`src/rtl/ctrl_multiciclo.sv`:
```
// ctrl_multiciclo: multicycle main control FSM for the MIPS-subset core.
// The state register is the only storage; every datapath strobe is a Moore
// decode of the current state (plus the held opcode where the state's
// behaviour depends on it). Reset forces all strobes low combinationally.
module ctrl_multiciclo #(
  parameter logic [3:0] ALUOP_ADD = 4'b0010
) (
  input  logic       clk,
  input  logic       reset,
  input  logic [5:0] opcode,
  output logic       iord,
  output logic       mem_write,
  output logic       ir_write,
  output logic       reg_dst,
  output logic       mem_to_reg,
  output logic       reg_write,
  output logic       alu_src_a,
  output logic [1:0] alu_src_b,
  output logic [3:0] alu_op,
  output logic       zero_ext,
  output logic [1:0] pc_src,
  output logic       pc_write,
  output logic       branch,
  output logic       branch_ne,
  output logic       illegal_op,
  output logic [3:0] state
);

  typedef enum logic [3:0] {
    FETCH    = 4'd0,
    DECODE   = 4'd1,
    MEMADR   = 4'd2,
    MEMREAD  = 4'd3,
    MEMWB    = 4'd4,
    MEMWRITE = 4'd5,
    EXECUTE  = 4'd6,
    ALUWB    = 4'd7,
    BRANCH   = 4'd8,
    IMMEXEC  = 4'd9,
    IMMWB    = 4'd10,
    JUMP     = 4'd11
  } state_t;

  localparam logic [5:0] OP_RTYPE = 6'b000000;
  localparam logic [5:0] OP_LW    = 6'b100011;
  localparam logic [5:0] OP_SW    = 6'b101011;
  localparam logic [5:0] OP_BEQ   = 6'b000100;
  localparam logic [5:0] OP_BNE   = 6'b000101;
  localparam logic [5:0] OP_J     = 6'b000010;
  localparam logic [5:0] OP_ADDI  = 6'b001000;
  localparam logic [5:0] OP_SLTI  = 6'b001010;
  localparam logic [5:0] OP_SLTIU = 6'b001011;
  localparam logic [5:0] OP_ANDI  = 6'b001100;
  localparam logic [5:0] OP_ORI   = 6'b001101;
  localparam logic [5:0] OP_XORI  = 6'b001110;

  state_t state_q;

  // Immediate-ALU opcodes that share the IMMEXEC/IMMWB path.
  function automatic logic is_imm(input logic [5:0] op);
    case (op)
      OP_ADDI, OP_SLTI, OP_SLTIU, OP_ANDI, OP_ORI, OP_XORI: is_imm = 1'b1;
      default:                                              is_imm = 1'b0;
    endcase
  endfunction

  // Every opcode that DECODE dispatches somewhere other than back to FETCH.
  function automatic logic is_legal(input logic [5:0] op);
    case (op)
      OP_RTYPE, OP_LW, OP_SW, OP_BEQ, OP_BNE, OP_J: is_legal = 1'b1;
      default:                                      is_legal = is_imm(op);
    endcase
  endfunction

  // State register: synchronous reset to FETCH, opcode-driven dispatch.
  always_ff @(posedge clk) begin
    if (reset) begin
      state_q <= FETCH;
    end else begin
      case (state_q)
        FETCH:  state_q <= DECODE;
        DECODE: begin
          if (opcode == OP_RTYPE)                      state_q <= EXECUTE;
          else if (opcode == OP_LW || opcode == OP_SW) state_q <= MEMADR;
          else if (opcode == OP_BEQ || opcode == OP_BNE) state_q <= BRANCH;
          else if (is_imm(opcode))                     state_q <= IMMEXEC;
          else if (opcode == OP_J)                     state_q <= JUMP;
          else                                         state_q <= FETCH;
        end
        MEMADR:   state_q <= (opcode == OP_SW) ? MEMWRITE : MEMREAD;
        MEMREAD:  state_q <= MEMWB;
        MEMWB:    state_q <= FETCH;
        MEMWRITE: state_q <= FETCH;
        EXECUTE:  state_q <= ALUWB;
        ALUWB:    state_q <= FETCH;
        BRANCH:   state_q <= FETCH;
        IMMEXEC:  state_q <= IMMWB;
        IMMWB:    state_q <= FETCH;
        JUMP:     state_q <= FETCH;
        default:  state_q <= FETCH;
      endcase
    end
  end

  // Moore output decode; reset overrides every write/load strobe.
  always_comb begin
    iord       = 1'b0;
    mem_write  = 1'b0;
    ir_write   = 1'b0;
    reg_dst    = 1'b0;
    mem_to_reg = 1'b0;
    reg_write  = 1'b0;
    alu_src_a  = 1'b0;
    alu_src_b  = 2'b00;
    alu_op     = ALUOP_ADD;
    zero_ext   = 1'b0;
    pc_src     = 2'b00;
    pc_write   = 1'b0;
    branch     = 1'b0;
    branch_ne  = 1'b0;
    illegal_op = 1'b0;
    case (state_q)
      FETCH: begin
        ir_write  = 1'b1;
        pc_write  = 1'b1;
        alu_src_b = 2'b01;
      end
      DECODE: begin
        // Branch target is computed speculatively into ALUOut here.
        alu_src_b  = 2'b11;
        illegal_op = ~is_legal(opcode);
      end
      MEMADR: begin
        // Always add: sw's low opcode nibble would alias sltiu.
        alu_src_a = 1'b1;
        alu_src_b = 2'b10;
      end
      MEMREAD: iord = 1'b1;
      MEMWB: begin
        reg_write  = 1'b1;
        mem_to_reg = 1'b1;
      end
      MEMWRITE: begin
        iord      = 1'b1;
        mem_write = 1'b1;
      end
      EXECUTE: begin
        alu_src_a = 1'b1;
        alu_op    = 4'b0000;
      end
      ALUWB: begin
        reg_write = 1'b1;
        reg_dst   = 1'b1;
      end
      BRANCH: begin
        alu_src_a = 1'b1;
        alu_op    = opcode[3:0];
        pc_src    = 2'b01;
        branch    = (opcode == OP_BEQ);
        branch_ne = (opcode == OP_BNE);
      end
      IMMEXEC: begin
        alu_src_a = 1'b1;
        alu_src_b = 2'b10;
        alu_op    = opcode[3:0];
        zero_ext  = (opcode[3:2] == 2'b11);
      end
      IMMWB: reg_write = 1'b1;
      JUMP: begin
        pc_src   = 2'b10;
        pc_write = 1'b1;
      end
      default: ;
    endcase
    if (reset) begin
      pc_write   = 1'b0;
      ir_write   = 1'b0;
      mem_write  = 1'b0;
      reg_write  = 1'b0;
      branch     = 1'b0;
      branch_ne  = 1'b0;
      illegal_op = 1'b0;
    end
  end

  assign state = state_q;

endmodule

```
`config.mk`:
```
export PLATFORM = sky130hd
export DESIGN_NAME = ctrl_multiciclo
export DESIGN_NICKNAME = d
export VERILOG_FILES = /design/src/rtl/ctrl_multiciclo.sv
export SDC_FILE = /design/constraint.sdc
export NUM_CORES = 1
export LEC_CHECK = 0
export ABC_AREA = 1
export CAP_MARGIN = 15
export CORE_MARGIN = 2
export CORE_UTILIZATION = 36
export CTS_CLUSTER_DIAMETER = 30
export CTS_CLUSTER_SIZE = 28
export DETAILED_ROUTE_END_ITERATION = 10
export GPL_TIMING_DRIVEN = 0
export PLACE_DENSITY = 0.84
export REMOVE_ABC_BUFFERS = 1
export SYNTH_ARGS = -nofsm -noshare
export SYNTH_HDL_FRONTEND = slang
export SYNTH_SLANG_ARGS = --single-unit
```
`constraint.sdc`:
```
create_clock -name clk -period 1.2 [get_ports clk]
set_input_delay 0.12 -clock clk [delete_from_list [all_inputs] [get_ports clk]]
set_output_delay 0.12 -clock clk [all_outputs]
set_load 0.02 [all_outputs]
```
# Word level (Yosys, flattened, before mapping)
# Cells that the tools add are included.
# Widths: inputs -> output; s select.
[totals] register_bits=4 output_inout_bits=24
[op_classes] reduce_logical=12 mux=37 n_eq_ne=23 bitwise=1
[op_table] cell="$eq 6x4->1 const B" count=6
[op_table] cell="$mux 1" count=27
[op_table] cell="$pmux 4 s6" count=1
[op_table] cell="$mux 4" count=5
[op_table] cell="$eq 4x3->1 const B" count=4
[op_table] cell="$eq 4x4->1 const B" count=4
[op_table] cell="$eq 6x3->1 const B" count=2
[op_table] cell="$eq 6x6->1 const B" count=2
[op_table] cell="$reduce_or 6->1" count=2
[op_table] cell="$eq 4x2->1 const B" count=2
[op_table] cell="$pmux 4 s2" count=1
[op_table] cell="$reduce_or 2->1" count=4
[op_table] cell="$eq 6x2->1 const B" count=1
[op_table] cell="$logic_not 6->1" count=1
[op_table] cell="$pmux 2 s3" count=1
[op_table] cell="$eq 4x1->1 const B" count=1
[op_table] cell="$logic_not 4->1" count=1
[op_table] cell="$pmux 2 s2" count=1
[op_table] cell="$reduce_or 4->1" count=1
[op_table] cell="$mux 3" count=1
[op_table] cell="$reduce_or 3->1" count=1
[op_table] cell="$eq 2x2->1 const B" count=1
[op_table] cell="$logic_or 1x1->1" count=2
[op_table] cell="$not 1->1" count=1

# Depth between registers and ports, before layout
# Gate-level depths: netlist of run 1.
[depth] word_depth=13 depth_mapped=8 depth_no_buf=8

# Worst setup path after synthesis of run 1
# Ideal clock, no wire load.
[synth_timing] path_kind="register -> output" from="reg state_q[3] (netlist: state[3])" to="out branch" stages_incl_launch_ff=7 required_time_ns=1.080 setup_slack_ns=-0.463 arrival_time_ns=1.543 cell_sequence="dfxtp_1 inv_1 nor2_1 inv_1 nor2_2 nand2_1 nor4_2"
[synth_via] elab_chain_cells=3
[synth_rtl] item="from (decl)" line_no="57" rtl="state_t state_q;"
[synth_rtl] item="from (signal assigned)" line_no="90" rtl="MEMADR: state_q <= (opcode == OP_SW) ? MEMWRITE : MEMREAD;"
[synth_rtl] item="$eq 4x4->1" line_no="122" rtl="case (state_q)"
[synth_rtl] item="$mux 1" line_no="122"
[synth_rtl] item="$mux 1" line_no="175" rtl="if (reset) begin"
[synth_rtl] item="to (decl)" line_no="23" rtl="output logic branch,"
# Every way passes these cells.

# Worst setup path after layout of run 1
[layout_timing] from="reg state_q[3] (netlist: state[3])" to="out zero_ext"
[layout_via] elab_chain_cells=2
[layout_rtl] item="$eq 4x4->1" line_no="122"
[layout_rtl] item="$mux 1" line_no="122"
[layout_rtl] item="to (decl)" line_no="20" rtl="output logic zero_ext,"
# Every way passes these cells.

==> reports/metrics.cfg, run 1 <==
[worst_setup_path]
crit_chain=inv_4 -> nor2_4 -> buf_4 -> buf_6 -> nand2_4 -> nor3_2 -> buf_4
required_ps=1080
cp.arrival_ps=1320
rr_worst_depth=9
worstReg2RegStart=state[3]
cp-start-kind=register
critPathCaptureType=output pin
slowest_stage=dfxtp_2
slowest_delay_ps=340
crit_type=register to output pin
r2r-end=state[1]
rrSetupSlack_ps=-100
crit_top_cell=buf_4
crit_fanout=4

[timing]
fin_setup_tns_ps=-2790
tightest_slew_ps=315
fin_ws_ps=-238
worst_slew_margin_rel_pct=78.9
min_period_ps=1440
max_freq_ghz=0.695
clock_skew_ps=0.467
hold_viol=0
rsz0062_at_grt=true
fin_crit_sh_pct=120
finalSetupViolCount=20
slew_viol_final=0
hold_slack_ps=518

[cts]
cts_tree=yes
h-tree-depth=1
cts_buffer_depth=2
postCtsHoldBufs=0
cts_root_buf=clkbuf_4
cts.clk_slew.worst_paths_ps=40
clock-sinks=4
cts-buffers-inserted=3
insertion_delay_ps=230

[grt]
grt_overflow_total=0
first_global_vias=686
antenna_found_initial=0
grtUsageTotal_pct=21.3
grt_max_degree=9
grt_pass1_wl_microns=3010

[pwr]
power_leakage_nw=0.522
ir_worst_vdd_mv=0.369
power_density_nw_per_um2=587

[layout]
layout-drive-gt1-share_pct=48.6
design_area_sq_um=961
fill_cells=105
diodes=0
syn_to_final_growth_pct=79.4
multi_input_area_sq_um=449
seqCellArea_sq_um=90.1
largest_reg_flops=4
nets=152

[min_path]
holdPathEnd=state[2]
hp-start=opcode[4]
holdPathStages=6
min_path_type=primary input to register

[floorplan]
io_pins=32
start_util_pct=39.7
die_width_microns=42.6
core_sq_um=1350
dieArea_sq_um=1810
row_count=13
die_y_microns=42.6

[detailed_routing]
firstDrtPassIters=4
drtIter0Drc=22
avgViaCountPerCell=5.31
wl_per_cell_microns=12.7
drc=0
postRouteAntennaNets=0
wl_microns=1990
vias=834

[placement]
finalWeightedCongestion=0.901
portBuffers=31
dpl-instance-area_sq_um=865
place_ws_ps=-785
dp_hpwl_microns=1320

[synth]
synth.distinct_cells=19
synth_seq_cells=4
ys_seq_area_share_pct=15.0
synth_area_sq_um=536
synthCells=100
avgSynthCellArea_sq_um=5.36
ys_warn_count=0

[status]
violations=negative setup slack
status=finished with violations

[flow_run]
cap_violations=0

kinds of logic (layout without fill, tap and decap cells):
kind of cell / after synthesis / count (layout) / share of synthesized area, %
AO/OA/AOI/OAI: 12 / 12 / 11.9
AND/OR/NAND/NOR: 63 / 63 / 58.4
buffers and inverters: 21 / 63 / 14.7
flip-flops: 4 / 4 / 15.0
worst max path at each step:
stage	start	to	slack (ps)	cells past startpoint
after CTS	state[3]	branch	-180	7
final	state[3]	zero_ext	-240	7
after global routing	state[2]	reg_write	-300	5
after floorplan	state[3]	branch	-460	6
after detailed placement	opcode[5]	branch	-780	7
after global placement	opcode[5]	branch	-780	7
synthesized netlist by cell type:
master	number	area, sq um
inv_2	1	3.75
clkinv_1	1	3.75
a31oi_1	1	6.26
nor2_2	5	31.3
nor3_2	1	10.0
nand3_1	7	35.0
nand4_1	3	18.8
nand2_1	17	63.8
nor2_4	1	11.3
dfxtp_1	4	80.1
nor2_1	19	71.3
nor3_1	1	5.00
o21ai_0	4	20.0
a21oi_1	5	25.0
o22ai_1	2	12.5
nand2_2	7	43.8
inv_1	19	71.3
nand3_2	1	10.0
nor4_2	1	12.5
cell usage in the layout (no fill, tap or decap), types with 2 or more instances in the layout:
cell type / instances
nand2_4: 4
nor2_4: 5
dlygate4sd2_1: 9
nand2_2: 4
buf_2: 6
inv_4: 2
o22ai_1: 2
clkbuf_4: 3
nor2_1: 14
nand4_1: 3
nor2_2: 6
a21oi_1: 5
buf_4: 20
inv_1: 11
dfxtp_2: 2
o21ai_1: 2
inv_2: 7
dfxtp_4: 2
nand2_1: 16
nand3_1: 7
nor3_2: 2
stage by stage:
stage                     power (mW)  cells  util (%)
after floorplan                0.271    100         -
after global placement         0.372    146      64.0
after detailed placement       0.375    146      64.0
after CTS                      0.547    153      66.6
after global routing           0.600    157      71.2
final                          0.564    157      71.2
what timing repair did:
action                     in CTS  in global routing
setup endpoints to repair      26                 23
resized for setup             129                 16
buffers inserted                4                  4
pin swaps                       7                  4
worst max-delay path, delay by kind of cell (launching register included):
| kind | cells | cell delay [ps] |
|---|---|---|
| buffers and inverters | 4 | 430 |
| DFF | 1 | 340 |
| and+or+nand+nor | 3 | 320 |
metal layers:
layer | track usage, % | up-vias | wire length (microns)
li1 | - | 408 | -
met2 | 36.6 | 39 | 1020
met3 | 3.88 | 6 | 143
met5 | 0 | - | 0
met1 | 26.7 | 381 | 781
met4 | 6.25 | 0 | 51
power breakdown:
group	total (mW)	leakage (nW)	switching (mW)	internal, mW
clock	0.160	0.0138	0.0489	0.111
sequential	0.154	0.0349	0.0148	0.139
combinational	0.249	0.473	0.155	0.0944
total	0.564	0.522	0.219	0.345
final cells by class:
class | count | area share [%]
Multi-Input combinational cell | 75 | 46.7
Timing Repair Buffer | 39 | 30.9
Sequential cell | 4 | 9.37
Inverter | 21 | 8.72
Clock buffer | 3 | 2.34
Tap cell | 15 | 1.95
Note: power is estimated with default switching activity, not from simulation.
==> run 2: changes to the inputs <==
- SETUP_SLACK_MARGIN: default -> 0.3
==> run 2 against run 1 <==
Compared with the run above:
- clock power is essentially flat
- critical path type unchanged
- largest cell class unchanged
- the run still ends with negative setup slack left
- sequential power about the same
- via count decreased by 5.5%
==> reports/metrics.cfg, run 2 (synthesized netlist as in run 1, its figures left out) <==
[timing]
slew_viol_final=0  ; unchanged
hold_slack_ps=512  ; -6.08 ps
tightest_slew_ps=304  ; -10.9 ps
max_freq_ghz=0.705  ; +1.3%
worst_slew_margin_rel_pct=79.7  ; +0.73 points
hold_viol=0  ; unchanged
finalSetupViolCount=19  ; -5.0%
fin_ws_ps=-219  ; +18.8 ps
clock_skew_ps=0.290  ; -0.177 ps
fin_crit_sh_pct=118  ; -1.6 points
rsz0062_at_grt=true
min_period_ps=1420  ; -18.8 ps

[placement]
portBuffers=31  ; unchanged
finalWeightedCongestion=0.901  ; unchanged
dp_hpwl_microns=1320  ; unchanged

[layout]
nets=152  ; unchanged
layout_common_cells=buf_4 (20), nand2_1 (16), nor2_1 (12)
fin_util_pct=71.8  ; +0.65 points
fill_cells=114  ; +8.6%
largest_reg_flops=4  ; unchanged
multi_input_area_sq_um=435  ; -3.1%
mostFrequentLayoutCell=buf_4
seqCellArea_sq_um=92.6  ; +2.8%
diodes=0  ; unchanged
layout-drive-gt1-share_pct=51.4  ; +2.8 points
syn_to_final_growth_pct=81.1

[pwr]
power_density_nw_per_um2=580  ; -1.1%
power_leakage_nw=0.507  ; -2.8%
ir_worst_vdd_mv=0.387  ; +5.0%
totalPowerFinal_mw=0.562  ; -0.23%

[status]
violations=negative setup slack
status=finished with violations

[cts]
insertion_delay_ps=230  ; about the same
cts_root_buf=clkbuf_4
cts-buffers-inserted=3  ; unchanged
cts_buffer_depth=2  ; unchanged
h-tree-depth=1  ; unchanged
cts_tree=yes
cts.clk_slew.worst_paths_ps=40  ; about the same
clock-sinks=4  ; unchanged

[worst_setup_path]
cp.arrival_ps=1300  ; -20 ps
crit_fanout=4  ; unchanged
crit_type=register to output pin
cp-start-kind=register
required_ps=1080  ; about the same
critPathCaptureType=output pin

[grt]
grt_pass1_wl_microns=2990  ; -0.47%
antenna_found_initial=0  ; unchanged
grtUsageTotal_pct=21.0  ; -0.26 points
grt_overflow_total=0  ; unchanged
first_global_vias=711  ; +3.6%
grt_max_degree=8  ; -1

[detailed_routing]
postRouteAntennaNets=0  ; unchanged
vias=788  ; -5.5%
wl_per_cell_microns=11.9  ; -6.2%
drc=0  ; unchanged
wl_microns=1870  ; -6.2%
drtIter0Drc=19  ; -14%
avgViaCountPerCell=5.02  ; -5.5%
firstDrtPassIters=4  ; unchanged

[min_path]
min_path_type=primary input to register

[floorplan]
io_pins=32  ; unchanged
dieArea_sq_um=1810  ; unchanged
core_sq_um=1350  ; unchanged
row_count=13  ; unchanged
die_width_microns=42.6  ; unchanged
die_y_microns=42.6  ; unchanged
start_util_pct=39.7  ; unchanged

[flow_run]
cap_violations=0  ; unchanged

==> run 2: changes by cell type in the layout (fill, tap and decap cells not counted), moves of 2 or more <==
cell,change
buf_6,+5
nand2_4,-3
nand2_2,+3
nor2_1,-2
dlygate4sd2_1,-3
nor2_2,+2
==> run 2: worst paths after layout <==
check	from	end	slack, ps	depth (start not counted)
worst min register to register	state[0]	state[2]	670	4
worst max-delay path	state[3]	branch	-220	7
worst min-delay path	opcode[4]	state[2]	510	6
worst max register to register	state[2]	state[0]	40	7
==> run 2: stage by stage <==
step                cells  instance area [sq um]  setup TNS [ps]  setup slack, ps
floorplan             100                    536           -2450             -463
detailed placement    146                    865           -9840             -785
CTS                   155                    911           -1940             -184
global route          157                    970           -3920             -301
global placement      146                    865           -9190             -784
finish                157                    970           -2370             -219
==> run 2: where the power goes <==
part           internal, mW  switching, mW
clock                 0.112         0.0500
combinational        0.0989          0.151
sequential            0.137         0.0138
total                 0.347          0.215
==> run 2: layer usage <==
| metal | up-vias | GRT usage [%] | share of wire, % |
|---|---|---|---|
| met5 | - | 0 | 0 |
| met4 | 0 | 6.88 | 1.4 |
| met3 | 2 | 3.02 | 4.8 |
| met2 | 21 | 37.8 | 51 |
| met1 | 364 | 25.1 | 42 |
| li1 | 401 | - | - |
==> run 2: cell type report <==
type	instances	area share [%]
clock buffer	3	2.32
inverter	21	8.65
multi-input combinational	75	44.9
sequential	4	9.55
tap	15	1.94
timing repair buffer	39	32.6
==> run 2: worst max-delay path, stage by stage, from the launching register on <==
cell     delay [ps]
dfxtp_2         340
inv_4            50
nor2_4          130
inv_4            70
nor2_4           90
nand2_2          80
nor4_4          130
buf_4           180
==> run 2: repair_timing <==
item,in CTS,in global routing
pin swaps,6,2
setup buffers,6,2
setup endpoints to repair,28,27
hold buffers,0,0
gates resized for setup,146,18
